==> src/rtl/multicycle_controller.sv <==
// -----------------------------------------------------------------------------
// multicycle_controller
//
// Control FSM for the multi-cycle MIPS-subset CPU. Each instruction is
// sequenced through INIT/IF/ID/EXE/MEM/WB. Errors (illegal opcode, DM address
// error, DM wait timeout) park the machine in HALT until reset. Retired
// instructions are counted.
//
// Ports
//   clk           system clock, rising edge
//   reset         asynchronous, active-low reset
//   OpCode, func  instruction[31:26] / instruction[5:0] from the IR
//   zero          ALU zero flag (beq decision)
//   overflow      ALU signed overflow (suppresses addi write-back)
//   AddressError  DM misaligned / out-of-range access
//   mem_ready     DM access completes this cycle (sampled only in MEM)
//   PCWr, IRWr, RegWrite, MemWrite              write enables
//   nPC_sel, J, jal, jr, ALUSrc, RegDst, Mem_to_Reg   datapath selects
//   Extop         00 zero-ext, 01 sign-ext, 10 upper
//   ALUop         000 add, 001 sub, 010 or, 011 slt, 100 pass-imm
//   state         current state code
//   halted        high while in HALT
//   err_code      00 none, 01 illegal opcode, 10 address error, 11 timeout
//   instr_cnt     retired-instruction count (wraps)
// -----------------------------------------------------------------------------
module multicycle_controller #(
  parameter int MEM_TIMEOUT = 15
) (
  input  logic        clk,
  input  logic        reset,
  input  logic [5:0]  OpCode,
  input  logic [5:0]  func,
  input  logic        zero,
  input  logic        overflow,
  input  logic        AddressError,
  input  logic        mem_ready,
  output logic        PCWr,
  output logic        IRWr,
  output logic        RegWrite,
  output logic        MemWrite,
  output logic        nPC_sel,
  output logic        J,
  output logic        jal,
  output logic        jr,
  output logic        ALUSrc,
  output logic        RegDst,
  output logic        Mem_to_Reg,
  output logic [1:0]  Extop,
  output logic [2:0]  ALUop,
  output logic [3:0]  state,
  output logic        halted,
  output logic [1:0]  err_code,
  output logic [31:0] instr_cnt
);

  typedef enum logic [3:0] {
    S_INIT = 4'd0,
    S_IF   = 4'd1,
    S_ID   = 4'd2,
    S_EXE  = 4'd3,
    S_MEM  = 4'd4,
    S_WB   = 4'd5,
    S_HALT = 4'd7
  } state_e;

  localparam logic [5:0] OP_RTYPE = 6'b000000;
  localparam logic [5:0] OP_ADDI  = 6'b001000;
  localparam logic [5:0] OP_ORI   = 6'b001101;
  localparam logic [5:0] OP_LUI   = 6'b001111;
  localparam logic [5:0] OP_LW    = 6'b100011;
  localparam logic [5:0] OP_SW    = 6'b101011;
  localparam logic [5:0] OP_BEQ   = 6'b000100;
  localparam logic [5:0] OP_J     = 6'b000010;
  localparam logic [5:0] OP_JAL   = 6'b000011;

  localparam logic [5:0] FN_ADDU  = 6'b100001;
  localparam logic [5:0] FN_SUBU  = 6'b100011;
  localparam logic [5:0] FN_SLT   = 6'b101010;
  localparam logic [5:0] FN_JR    = 6'b001000;

  localparam logic [1:0] ERR_NONE    = 2'b00;
  localparam logic [1:0] ERR_ILLEGAL = 2'b01;
  localparam logic [1:0] ERR_ADDR    = 2'b10;
  localparam logic [1:0] ERR_TIMEOUT = 2'b11;

  localparam logic [7:0] TIMEOUT_C = 8'(MEM_TIMEOUT);

  state_e      state_q, state_d;
  logic [1:0]  err_q, err_d;
  logic [31:0] cnt_q, cnt_d;
  logic [7:0]  wait_q, wait_d;

  logic is_r_s, is_addu_s, is_subu_s, is_slt_s, is_jr_s;
  logic is_addi_s, is_ori_s, is_lui_s, is_lw_s, is_sw_s, is_beq_s;
  logic is_j_s, is_jal_s, legal_s;
  logic       alu_src_s;
  logic [1:0] ext_op_s;
  logic [2:0] alu_op_s;
  logic       retire_s;

  // Instruction decode from the (stable from ID onward) IR fields.
  always_comb begin
    is_r_s    = (OpCode == OP_RTYPE);
    is_addu_s = is_r_s && (func == FN_ADDU);
    is_subu_s = is_r_s && (func == FN_SUBU);
    is_slt_s  = is_r_s && (func == FN_SLT);
    is_jr_s   = is_r_s && (func == FN_JR);
    is_addi_s = (OpCode == OP_ADDI);
    is_ori_s  = (OpCode == OP_ORI);
    is_lui_s  = (OpCode == OP_LUI);
    is_lw_s   = (OpCode == OP_LW);
    is_sw_s   = (OpCode == OP_SW);
    is_beq_s  = (OpCode == OP_BEQ);
    is_j_s    = (OpCode == OP_J);
    is_jal_s  = (OpCode == OP_JAL);
    legal_s   = is_addu_s | is_subu_s | is_slt_s | is_jr_s | is_addi_s |
                is_ori_s | is_lui_s | is_lw_s | is_sw_s | is_beq_s |
                is_j_s | is_jal_s;
  end

  // Per-instruction ALU operation, operand select and immediate extension.
  always_comb begin
    alu_src_s = 1'b0;
    ext_op_s  = 2'b00;
    alu_op_s  = 3'b000;
    if (is_subu_s) begin
      alu_op_s = 3'b001;
    end else if (is_slt_s) begin
      alu_op_s = 3'b011;
    end else if (is_addi_s || is_lw_s || is_sw_s) begin
      alu_src_s = 1'b1;
      ext_op_s  = 2'b01;
      alu_op_s  = 3'b000;
    end else if (is_ori_s) begin
      alu_src_s = 1'b1;
      ext_op_s  = 2'b00;
      alu_op_s  = 3'b010;
    end else if (is_lui_s) begin
      alu_src_s = 1'b1;
      ext_op_s  = 2'b10;
      alu_op_s  = 3'b100;
    end else if (is_beq_s) begin
      ext_op_s  = 2'b01;
      alu_op_s  = 3'b001;
    end else begin
      alu_op_s  = 3'b000;
    end
  end

  // Next-state and control outputs; everything defaults to inactive.
  always_comb begin
    state_d    = state_q;
    err_d      = err_q;
    PCWr       = 1'b0;
    IRWr       = 1'b0;
    RegWrite   = 1'b0;
    MemWrite   = 1'b0;
    nPC_sel    = 1'b0;
    J          = 1'b0;
    jal        = 1'b0;
    jr         = 1'b0;
    ALUSrc     = 1'b0;
    RegDst     = 1'b0;
    Mem_to_Reg = 1'b0;
    Extop      = 2'b00;
    ALUop      = 3'b000;
    halted     = 1'b0;
    case (state_q)
      S_INIT: begin
        state_d = S_IF;
      end
      S_IF: begin
        IRWr    = 1'b1;
        PCWr    = 1'b1;
        state_d = S_ID;
      end
      S_ID: begin
        if (is_j_s) begin
          PCWr    = 1'b1;
          J       = 1'b1;
          state_d = S_IF;
        end else if (is_jal_s) begin
          PCWr     = 1'b1;
          J        = 1'b1;
          jal      = 1'b1;
          RegWrite = 1'b1;
          state_d  = S_IF;
        end else if (is_jr_s) begin
          PCWr    = 1'b1;
          jr      = 1'b1;
          state_d = S_IF;
        end else if (legal_s) begin
          state_d = S_EXE;
        end else begin
          state_d = S_HALT;
          err_d   = ERR_ILLEGAL;
        end
      end
      S_EXE: begin
        ALUSrc = alu_src_s;
        Extop  = ext_op_s;
        ALUop  = alu_op_s;
        if (is_beq_s) begin
          nPC_sel = 1'b1;
          PCWr    = zero;
          state_d = S_IF;
        end else if (is_lw_s || is_sw_s) begin
          state_d = S_MEM;
        end else begin
          state_d = S_WB;
        end
      end
      S_MEM: begin
        // Address operands stay on the ALU for the whole access.
        ALUSrc = alu_src_s;
        Extop  = ext_op_s;
        ALUop  = alu_op_s;
        // AddressError outranks completion; timeout fires once the allowed
        // number of wait cycles has been spent, with the store withdrawn.
        if (AddressError) begin
          state_d = S_HALT;
          err_d   = ERR_ADDR;
        end else if (wait_q >= TIMEOUT_C) begin
          state_d = S_HALT;
          err_d   = ERR_TIMEOUT;
        end else if (mem_ready) begin
          MemWrite = is_sw_s;
          state_d  = is_sw_s ? S_IF : S_WB;
        end else begin
          MemWrite = is_sw_s;
          state_d  = S_MEM;
        end
      end
      S_WB: begin
        RegWrite   = !(is_addi_s && overflow);
        RegDst     = is_r_s;
        Mem_to_Reg = is_lw_s;
        state_d    = S_IF;
      end
      S_HALT: begin
        halted  = 1'b1;
        state_d = S_HALT;
      end
      default: begin
        state_d = S_HALT;
      end
    endcase
  end

  // Wait counter is zero outside MEM so every MEM entry starts from zero.
  always_comb begin
    wait_d = wait_q;
    if (state_q != S_MEM) begin
      wait_d = 8'd0;
    end else if (!mem_ready && (wait_q != 8'hFF)) begin
      wait_d = wait_q + 8'd1;
    end else begin
      wait_d = wait_q;
    end
  end

  // An instruction retires on any return to IF except the one out of INIT.
  always_comb begin
    retire_s = (state_d == S_IF) &&
               ((state_q == S_ID) || (state_q == S_EXE) ||
                (state_q == S_MEM) || (state_q == S_WB));
    if (retire_s) begin
      cnt_d = cnt_q + 32'd1;
    end else begin
      cnt_d = cnt_q;
    end
  end

  // State, error, wait and retire registers.
  always_ff @(posedge clk or negedge reset) begin
    if (!reset) begin
      state_q <= S_INIT;
      err_q   <= ERR_NONE;
      cnt_q   <= 32'd0;
      wait_q  <= 8'd0;
    end else begin
      state_q <= state_d;
      err_q   <= err_d;
      cnt_q   <= cnt_d;
      wait_q  <= wait_d;
    end
  end

  assign state     = state_q;
  assign err_code  = err_q;
  assign instr_cnt = cnt_q;

endmodule

==> config.mk <==
export PLATFORM = sky130hd
export DESIGN_NAME = multicycle_controller
export DESIGN_NICKNAME = d
export VERILOG_FILES = /design/src/rtl/multicycle_controller.sv
export SDC_FILE = /design/constraint.sdc
export NUM_CORES = 1
export LEC_CHECK = 0
export ABC_AREA = 1
export CAP_MARGIN = 40
export CORE_MARGIN = 3
export CORE_UTILIZATION = 55
export DETAILED_ROUTE_END_ITERATION = 10
export PLACE_DENSITY_LB_ADDON = 0.12
export SLEW_MARGIN = 25
export SYNTH_ARGS = -nofsm -noshare
export SYNTH_HDL_FRONTEND = slang
export SYNTH_SLANG_ARGS = --single-unit
==> constraint.sdc <==
create_clock -name clk -period 4.6 [get_ports clk]
set_input_delay 0.69 -clock clk [delete_from_list [all_inputs] [get_ports clk]]
set_output_delay 0.69 -clock clk [all_outputs]
set_load 0.05 [all_outputs]
* After elaboration in Yosys (flattened, before gate mapping)
Index checks and enable logic that the tools add are counted.
** Word-level totals
- Bits in read-only memories :: 0
- Output and inout port bits :: 55
- Bits in registers :: 46
- Memories kept :: 0
- Memory bits (writable) :: 0
- Bits in latches :: 0
** Operators by class
- Multipliers :: 0
- Bitwise operators :: 11
- Shifts and indexed selects :: 0
- Mux-type cells :: 63
- Eq/ne operators :: 26
- Add/subtract/negate cells :: 2
- Reduce and logical (&&, ||, !) cells :: 22
- Divide/modulo/power cells :: 0
- Order comparisons :: 1
** Operator list (number)
- $mux 3 :: 15
- $add 32x1->32 const B :: 1
- $eq 6x6->1 const B :: 5
- $mux 1 :: 30
- $eq 6x4->1 const B :: 4
- $mux 2 :: 12
- $mux 8 :: 2
- $pmux 3 s5 :: 1
- $eq 4x3->1 const B :: 3
- $eq 6x2->1 const B :: 2
- $or 1x1->1 :: 11
- $add 8x1->8 const B :: 1
- $eq 4x1->1 const B :: 2
- $eq 4x2->1 const B :: 2
- $ge 8x4->1 const B :: 1
- $ne 2x2->1 const B :: 4
- $ne 8x8->1 const B :: 1
- $logic_and 1x1->1 :: 7
- $eq 6x3->1 const B :: 1
- $logic_not 6->1 :: 1
- $logic_or 1x1->1 :: 6
- $reduce_and 6->1 :: 1
- $logic_not 4->1 :: 1
- $ne 4x3->1 const B :: 1
- other kinds (7) :: 10

* Logic depth before layout (Yosys ltp)
Gate-level depths: netlist of the first run.
- Depth after elaboration :: 20
- Mapped depth :: 12
- Gate-level depth less buffers :: 11

* Worst setup path before layout of the first run
OpenSTA, ideal clock, no wires.
- Path type :: register to output
- Start :: register state_q[0] (netlist: state[0])
- End :: output port PCWr
- Buffers on the path :: 0
- Data arrival time :: 3.115 ns
- Stages on the path, launching flop included :: 7
- Data required time :: 3.910 ns
- Setup slack :: 0.795 ns
- Path through :: dfrtp_1 inv_2 nor3_2 inv_1 nor2_1 a22oi_1 o21ai_0
** On the way
- Word-level cells in the longest chain between the ends :: 2
- Elaborated cells on any way between the ends :: 4
- Those cells by class :: eq/ne: 3; mux: 1
** Ends and longest elaborated chain
- start, declared :: line 88 : state_e state_q, state_d;
- start signal, assigned :: line 282 : state_q <= state_d;
- $eq 4x2->1 or $eq 4x1->1 (tied branches) :: line 168 : case (state_q)
- $pmux 1 s3 (*) :: line 168
- end, declared :: line 37 : output logic PCWr,
Every way passes the cells marked *; elsewhere a longest branch is shown, timed or not.

* Final worst setup path of the first run
- Start :: input port OpCode[0]
- End :: output port PCWr
** On the way
- Word-level cells in the longest chain between the ends :: 6
- Elaborated cells on any way between the ends :: 10
- Those cells by class :: eq/ne: 3; mux: 5; reduce/logical: 2
** Ends and longest elaborated chain
- start, declared :: line 31 : input logic [5:0] OpCode,
- $logic_not 6->1 :: line 103 : is_r_s = (OpCode == OP_RTYPE);
- $logic_and 1x1->1 :: line 107 : is_jr_s = is_r_s && (func == FN_JR);
- $mux 1 :: line 188 : end else if (is_jr_s) begin
- $mux 1 :: line 182 : end else if (is_jal_s) begin
- $mux 1 :: line 178 : if (is_j_s) begin
- $pmux 1 s3 (*) :: line 168
Marked as above.

==> impl_metrics.csv, run 1 <==
group,metric,value,unit
global_routing,grt_use_total,26.3,%
synthesis,synthCells,511,
synthesis,synth_top_area_share,33.6,%
clock_network,cts.path.max_buffers,2,
sta,hold_viol,0,
routing,postRouteAntennaNets,0,
synthesis,synth_seq_area_share,33.6,%
synthesis,synth_top_family_by_area,"simple AND/OR/NAND/NOR gates",
worst_setup_path,cp-end-kind,"primary output",
synthesis,synthFlopType,"dfrtp_1",
floorplanning,die_h,84.1,um
power_and_ir_drop,internal_power,590,uW
sta,maxClockFrequency,280,MHz
layout,syn_to_final_growth,25.5,%
floorplanning,die_x,84.1,um
worst_setup_path,cp.required,3.91,ns
synthesis,synth_warnings,0,
clock_network,numClockSinks,45,
synthesis,synthSimpleGateAreaFrac,49.4,%
layout,most-common-layout-cells,"nand2_1 (193), nor2_1 (81), clkdlybuf4s50_1 (70), dfrtp_1 (45), inv_1 (40)",
placement,place_hpwl,6700,um
synthesis,synth.area.mux_share,0,%
clock_network,cts.clk_slew.worst_paths,0.09,ns
sta,finalSetupTns,0,ns
clock_network,cts_buffers,5,
power_and_ir_drop,power_frac_comb,5.7,%
routing,drc,0,
floorplanning,start_util,58.7,%
sta,fin_crit_sh,77.6,%
power_and_ir_drop,switching_power,169,uW
synthesis,avgSynthCellArea,6.56,sq um
routing,dr.first_iter.drc_count,200,
clock_network,cts_tree,"done",
sta,final_max_slew_viol_count,0,
routing,first_pass_iters,5,
power_and_ir_drop,p_leak,1.88,nW
floorplanning,num_rows,27,
clock_network,post-cts-setup-buffer-count,0,
clock_network,cts.repair.resized,0,
synthesis,ys_ff_latch,45,
sta,rsz0062_at_grt,"no",
clock_network,hold_buffers,0,
power_and_ir_drop,p_per_area,180,nW/um^2
routing,wire_per_inst,14.0,um
power_and_ir_drop,swShare,22.2,%
floorplanning,top_level_ports,73,
worst_hold_path,worstHoldPathType,"input pin to async pin",
placement,gp_congestion,0.929,
sta,setup_slack,1.03,ns
synthesis,synth_fp_nets,533,
floorplanning,design.core.area,5710,sq um
global_routing,first_global_vias,3491,
power_and_ir_drop,power_frac_seq,52.1,%
placement,post-place-ws,1.06,ns
layout,drive_gt1_share,6.04,%
routing,viasPerCell,5.57,
power_and_ir_drop,peakVddDrop,173,uV
global_routing,grt_max_degree,35,
worst_setup_path,cp-start-kind,"input pin",
placement,portBuffers,71,
global_routing,antenna_found_initial,0,
status,status,"complete, no violations",
routing,wl,9130,um
clock_network,clk_latency,0.30,ns
synthesis,synth-compound-area-share,3.29,%
synthesis,synth_fa_ha_area_share,1.49,%
worst_setup_path,ff2ff_path_depth,11,
clock_network,root_buffer,"clkbuf_8",
synthesis,synthXorXnorAreaFrac,4.18,%
sta,slew_headroom,48.3,%
layout,finalNetCount,600,
layout,antennaDiodeCount,0,
synthesis,synthesis.area,3350,sq um
floorplanning,die_area,7060,sq um
sta,setup-violations-final,0,
sta,period_minus_slack,3.57,ns
global_routing,grt_pass1_wl,15600,um
synthesis,yosys.area.top_type,"dfrtp_1",
sta,finClkSkew,0.00746,ns
routing,vias,3624,
power_and_ir_drop,pwr-share-clk,42.2,%
power_and_ir_drop,finalPower,759,uW
synthesis,ys_types,37,
clock_network,htree_levels,2,
worst_setup_path,path_max_fanout,4,
synthesis,async_flop_share,100,%
worst_setup_path,worstPathArrival,2.88,ns
flow_run,cap_violations,0,
worst_setup_path,crit_type,"input pin to primary output",
global_routing,overflow,0,
synthesis,synth_area_leaders,"dfrtp_1 (34%), nand2_1 (22%), nor2_1 (9.1%)",
layout,final_common_cell,"nand2_1",
sta,worst_pin_slew,0.774,ns
synthesis,synth_edf_count,0,
## registers in the layout (all words and copies together), names as in the netlist
name	flops
err_code	2
instr_cnt	32
state	3
wait_q	8
## through the flow
stage          cell area, sq um  util, %  cells  hold slack, ns
2_1_floorplan              3350        -    511           0.394
3_3_place_gp               4070     71.2    642           0.463
3_5_place_dp               4090     71.6    643           0.471
4_1_cts                    4210     73.7    651           0.334
5_1_grt                    4210     73.7    651           0.355
6_report                   4210     73.7    651           0.325
## synth_stat cells, types with 2 or more instances
master,instances
a21oi_1,2
buf_2,8
buf_4,3
buf_6,3
dfrtp_1,45
ha_1,4
inv_1,40
inv_2,3
nand2_1,193
nand2_2,3
nand3_1,20
nand3_2,4
nand3_4,2
nand3b_1,10
nand4_1,39
nor2_1,81
nor2_2,6
nor2_4,2
nor3_1,5
o21ai_0,6
o21ai_1,2
xnor2_1,4
xor2_1,12
## path summary, 6_finish.rpt
kind	startpoint	endpoint	slack, ns
max	OpCode[0]	PCWr	1.03
min	reset	instr_cnt[10]	0.33
max reg2reg	wait_q[0]	instr_cnt[6]	1.84
min reg2reg	err_code[1]	err_code[1]	0.49
max in group asynchronous	reset	err_code[0]	3.77
min in group clk	err_code[1]	err_code[1]	0.49
## layer usage
| layer | track usage (%) | up-vias | routed length [um] |
|---|---|---|---|
| li1 | - | 1776 | - |
| met1 | 35.6 | 1679 | 4000 |
| met2 | 44.5 | 160 | 4350 |
| met3 | 3.65 | 9 | 693 |
| met4 | 6.14 | 0 | 85 |
| met5 | 0 | - | 0 |
## final cells by class
type	count	area, sq um
Clock buffer	6	82.6
Tap cell	72	90.1
Sequential cell	45	1130
Clock inverter	2	37.5
Multi-Input combinational cell	408	1960
Timing Repair Buffer	74	741
Inverter	44	168
Fill cell	478	1500
## critical path: stages
cell and delay (ns):
clkdlybuf4s50_1 0.50, nor2_2 0.21, nand4_1 0.21, nor2_1 0.20, a22oi_1 0.10, o21ai_0 0.15, clkdlybuf4s50_1 0.83
## cell families (layout without fill, tap and decap cells)
family,after synthesis,count (layout)
AO/OA/AOI/OAI,18,18
XOR/XNOR,16,16
adder cells (fa/ha/maj),4,4
buffers and inverters,58,126
flip-flops,45,45
other,1,1
AND/OR/NAND/NOR,369,369
## power groups by stage
| stage | logic [mW] | registers (mW) | clock network (mW) |
|---|---|---|---|
| floorplan | 0.0135 | 0.403 | 0 |
| detailed placement | 0.0429 | 0.403 | 0 |
| global placement | 0.0394 | 0.403 | 0 |
| global route | 0.0477 | 0.395 | 0.343 |
| CTS | 0.0433 | 0.395 | 0.328 |
| finish | 0.0431 | 0.395 | 0.320 |
Power figures use the tool's default switching activity.
==> run 2: changes to the inputs <==
--- a/config.mk
+++ b/config.mk
@@ -8,7 +8,7 @@
 export ABC_AREA = 1
 export CAP_MARGIN = 40
 export CORE_MARGIN = 3
-export CORE_UTILIZATION = 55
+export CORE_UTILIZATION = 47
 export DETAILED_ROUTE_END_ITERATION = 10
 export PLACE_DENSITY_LB_ADDON = 0.12
 export SLEW_MARGIN = 25
==> constraint.sdc (replaced) <==
create_clock -name clk -period 2.85 [get_ports clk]
set_input_delay 0.4275 -clock clk [delete_from_list [all_inputs] [get_ports clk]]
set_output_delay 0.4275 -clock clk [all_outputs]
set_load 0.05 [all_outputs]
==> impl_metrics.csv, run 2 (same netlist as run 1, synthesis figures left out) <==
group,metric,value,unit
sta,setup-violations-final,0,
worst_setup_path,path_max_fanout,6,
worst_setup_path,crit_type,"input pin to primary output",
routing,vias,3552,
clock_network,cts.path.max_buffers,2,
global_routing,antenna_found_initial,0,
routing,postRouteAntennaNets,0,
layout,final_common_cell,"nand2_1",
global_routing,overflow,0,
clock_network,hold_buffers,0,
placement,place_hpwl,7030,um
routing,wl,9210,um
layout,finalInstanceArea,4330,sq um
sta,maxClockFrequency,410,MHz
global_routing,first_global_vias,3221,
sta,fin_crit_sh,85.5,%
routing,viasPerCell,5.24,
routing,wl_met3,556,um
clock_network,clk_latency,0.30,ns
sta,slew_headroom,58.2,%
sta,final_max_slew_viol_count,0,
worst_setup_path,r2r_slack,0.75,ns
worst_setup_path,worstPathArrival,2.01,ns
clock_network,cts.repair.resized,0,
layout,drive_gt1_share,9.62,%
floorplanning,num_rows,30,
worst_setup_path,cp.required,2.42,ns
routing,top_layer_used,"met4",
clock_network,cts_buffers,5,
layout,finalNetCount,603,
routing,first_pass_iters,5,
floorplanning,top_level_ports,73,
clock_network,htree_levels,2,
placement,gp_congestion,0.991,
sta,timing.hold.ws,0.136,ns
worst_hold_path,worstHoldPathType,"input pin to async pin",
routing,dr.first_iter.drc_count,187,
power_and_ir_drop,p_per_area,257,nW/um^2
clock_network,cts.clk_slew.worst_paths,0.09,ns
sta,worst_pin_slew,0.627,ns
layout,syn_to_final_growth,29.2,%
placement,portBuffers,71,
sta,hold_viol,0,
clock_network,cts_tree,"done",
global_routing,grt_pass1_wl,15900,um
routing,m1WireLength,4540,um
sta,period_minus_slack,2.44,ns
power_and_ir_drop,p_leak,1.94,nW
placement,postPlaceCellArea,4240,sq um
layout,most-common-layout-cells,"nand2_1 (193), nor2_1 (80), clkdlybuf4s50_1 (55), dfrtp_1 (45), inv_1 (40)",
global_routing,grt_max_degree,33,
routing,drc,0,
flow_run,cap_violations,0,
routing,wire_per_inst,13.6,um
routing,route.met2.wl,4000,um
floorplanning,die_h,90.4,um
floorplanning,die_area,8180,sq um
global_routing,grt_use_total,23.2,%
sta,finClkSkew,0.00960,ns
layout,antennaDiodeCount,0,
clock_network,numClockSinks,45,
placement,place_inst,670,
status,status,"complete, no violations",
layout,final_util,63.0,%
layout,largest_reg_flops,32,
clock_network,post-cts-setup-buffer-count,0,
floorplanning,die_x,90.4,um
worst_setup_path,cp-end-kind,"primary output",
sta,rsz0062_at_grt,"no",
power_and_ir_drop,peakVddDrop,153,uV
clock_network,root_buffer,"clkbuf_8",
floorplanning,design.core.area,6870,sq um
layout,fill_cells,669,
layout,fin_cells,678,
worst_setup_path,cp-start-kind,"input pin",
floorplanning,start_util,48.8,%
## run 2: changes by cell type in the layout (fill, tap and decap cells not counted), sizes merged
cell           before  now
clkinvlp            1    2
bufinv              1    0
clkdlybuf4s50      70   55
buf                 4   22
## run 2: per-layer routing
layer	vias up	global-route usage, %
met1	1638	34.8
met3	12	3.58
met2	124	35.0
li1	1778	-
met5	-	0
met4	0	5.61
## run 2: critical path: stages
cell and delay (ns):
clkdlybuf4s50_1 0.43, nor2_2 0.24, nand4_1 0.22, nor2_1 0.18, a22oi_1 0.11, o21ai_1 0.22, buf_12 0.17
## run 2: where the power goes
group | internal (mW) | switching (mW)
logic | 0.0304 | 0.0400
clock network | 0.173 | 0.229
registers | 0.638 | 0
total | 0.841 | 0.269
## run 2: through the flow
step / TNS (ns) / power, mW / setup slack (ns)
after detailed placement: 0 / 0.722 / 0.432
after CTS: 0 / 1.12 / 0.424
final: 0 / 1.11 / 0.414
after global routing: 0 / 1.16 / 0.276
after global placement: 0 / 0.715 / 0.494
after floorplan: -0.322 / 0.673 / -0.322
## run 2: final cells by class
class	count	area [sq um]	area share, %
clock inverters	2	15.0	0.347
well taps	96	120	2.78
flip-flops and latches	45	1130	26.0
inverters	44	168	3.87
clock buffers	6	72.6	1.68
multi-input cells	408	1980	45.8
repair buffers	77	846	19.5
## run 2: path summary, 6_finish.rpt
path                            endpoint  depth (start not counted)         start
max                                 PCWr                          7     OpCode[5]
max in group asynchronous   instr_cnt[0]                          2         reset
min in group clk             err_code[1]                          2   err_code[1]
max reg2reg                instr_cnt[30]                          9  instr_cnt[0]
min reg2reg                  err_code[1]                          2   err_code[1]
min                            wait_q[6]                          1         reset
==> run 3: changes to the inputs <==
--- a/config.mk
+++ b/config.mk
@@ -10,7 +10,7 @@
 export CORE_MARGIN = 3
 export CORE_UTILIZATION = 47
 export DETAILED_ROUTE_END_ITERATION = 10
-export PLACE_DENSITY_LB_ADDON = 0.12
+export PLACE_DENSITY = 0.88
 export SLEW_MARGIN = 25
 export SYNTH_ARGS = -nofsm -noshare
 export SYNTH_HDL_FRONTEND = slang
==> constraint.sdc (replaced) <==
create_clock -name clk -period 2.85 [get_ports clk]
set_input_delay 0.4275 -clock clk [delete_from_list [all_inputs] [get_ports clk]]
set_output_delay 0.4275 -clock clk [all_outputs]
set_load 0.1 [all_outputs]
==> impl_metrics.csv, run 3 (same netlist as run 1, synthesis figures left out) <==
group,metric,value,unit
status,status,"complete, no violations",
worst_setup_path,cp-start-kind,"input pin",
sta,maxClockFrequency,397,MHz
layout,regArea,1140,sq um
power_and_ir_drop,p_leak,2.03,nW
placement,portBuffers,71,
global_routing,grt_use_total,23.6,%
layout,finalNetCount,601,
power_and_ir_drop,p_per_area,258,nW/um^2
worst_setup_path,crit_type,"input pin to primary output",
clock_network,numClockSinks,45,
layout,most-common-layout-cells,"nand2_1 (193), nor2_1 (77), buf_4 (43), dfrtp_1 (42)",
global_routing,antenna_found_initial,0,
clock_network,cts_tree,"done",
sta,hold_viol,0,
sta,worst_pin_slew,0.664,ns
power_and_ir_drop,peakVddDrop,158,uV
routing,first_pass_iters,5,
flow_run,cap_violations,0,
placement,gp_congestion,0.942,
worst_setup_path,max_stage_delay,0.50,ns
worst_setup_path,r2r_slack,0.72,ns
layout,drive_gt1_share,17.6,%
clock_network,hold_buffers,0,
clock_network,post-cts-setup-buffer-count,0,
sta,setup_slack,0.329,ns
clock_network,htree_levels,2,
floorplanning,die_area,8180,sq um
worst_setup_path,ff2ff_path_depth,11,
layout,final_common_cell,"nand2_1",
worst_setup_path,cpMaxStageDelayCell,"clkdlybuf4s50_1",
routing,vias,3698,
placement,place_hpwl,7190,um
routing,wire_per_inst,14.0,um
layout,final_util,63.3,%
sta,final_max_slew_viol_count,0,
sta,finClkSkew,0.0183,ns
global_routing,overflow,0,
sta,slew_headroom,55.7,%
worst_setup_path,path_cells,"clkdlybuf4s50_1 > nor2_2 > nand4_1 > o21ai_1 > a21oi_1 > nor2_1 > buf_12",
floorplanning,design.core.area,6870,sq um
sta,period_minus_slack,2.52,ns
floorplanning,top_level_ports,73,
worst_setup_path,cp.buffers_inverters,2,
worst_hold_path,worstHoldPathType,"input pin to async pin",
sta,setup-violations-final,0,
clock_network,cts.clk_slew.worst_paths,0.09,ns
routing,dr.first_iter.drc_count,347,
floorplanning,num_rows,30,
global_routing,grt_pass1_wl,16100,um
layout,multi_input_area,2050,sq um
worst_setup_path,cp-end-kind,"primary output",
global_routing,first_global_vias,3487,
clock_network,cts.repair.resized,0,
floorplanning,die_h,90.4,um
clock_network,cts.path.max_buffers,2,
routing,viasPerCell,5.47,
layout,fill_cells,610,
floorplanning,start_util,48.8,%
placement,post-place-ws,0.184,ns
layout,syn_to_final_growth,29.8,%
routing,postRouteAntennaNets,0,
worst_setup_path,reg2reg_to,"instr_cnt[19]",
clock_network,root_buffer,"clkbuf_8",
worst_setup_path,worstPathArrival,2.09,ns
routing,drc,0,
worst_setup_path,path_delay_family,"buffers and inverters",
clock_network,cts_buffers,5,
worst_setup_path,r2r_start,"wait_q[0]",
layout,antennaDiodeCount,0,
floorplanning,die_x,90.4,um
global_routing,grt_max_degree,34,
routing,wl,9440,um
worst_setup_path,path_max_fanout,5,
worst_setup_path,cp.required,2.42,ns
sta,fin_crit_sh,88.5,%
layout,largest_reg_flops,32,
clock_network,clk_latency,0.31,ns
sta,rsz0062_at_grt,"no",
## run 3: changes by cell type in the layout (fill, tap and decap cells not counted), sizes merged
cell	change
clkdlybuf4s50	-39
buf	+37
clkbuf	+2
clkinvlp	-2
## run 3: power by group
part | total, mW | internal, mW | switching, mW
Clock | 0.412 | 0.198 | 0.214
Sequential | 0.638 | 0.638 | 0
Combinational | 0.0724 | 0.0279 | 0.0445
Total | 1.12 | 0.864 | 0.259
## run 3: layer usage
metal  wire [um]  part of all wire, %  track usage, %  vias to the layer above
li1            -                    -               -                     1778
met1        4010                   42            30.7                     1729
met3         705                  7.5            3.92                       19
met5           0                    0               0                        -
met2        4580                   49            40.4                      172
met4         138                  1.5            6.51                        0
## run 3: area by class of cell
cell class / count / area share, %
repair buffers: 75 / 18.1
multi-input cells: 408 / 47.1
inverters: 44 / 3.85
well taps: 96 / 2.76
clock buffers: 8 / 2.07
flip-flops and latches: 45 / 26.1
## run 3: through the flow
step                      std cells  total power, mW  TNS [ns]  hold slack [ns]  area, sq um
after floorplan                 511            0.678    -0.166            0.132         3460
after global placement          668            0.720         0            0.461         4260
after detailed placement        668            0.723         0            0.482         4260
after CTS                       676             1.13         0            0.165         4350
after global routing            676             1.16         0            0.194         4350
final                           676             1.12         0            0.144         4350
## run 3: how the worst max path moves through the flow
stage              start            end  cells past startpoint
2_1_floorplan   state[0]       ALUop[0]                      6
3_3_place_gp   OpCode[1]  instr_cnt[13]                      9
3_5_place_dp   OpCode[5]   instr_cnt[5]                      9
4_1_cts        OpCode[0]       ALUop[0]                      7
5_1_grt        OpCode[0]       ALUop[0]                      7
6_report       OpCode[1]       ALUop[0]                      7
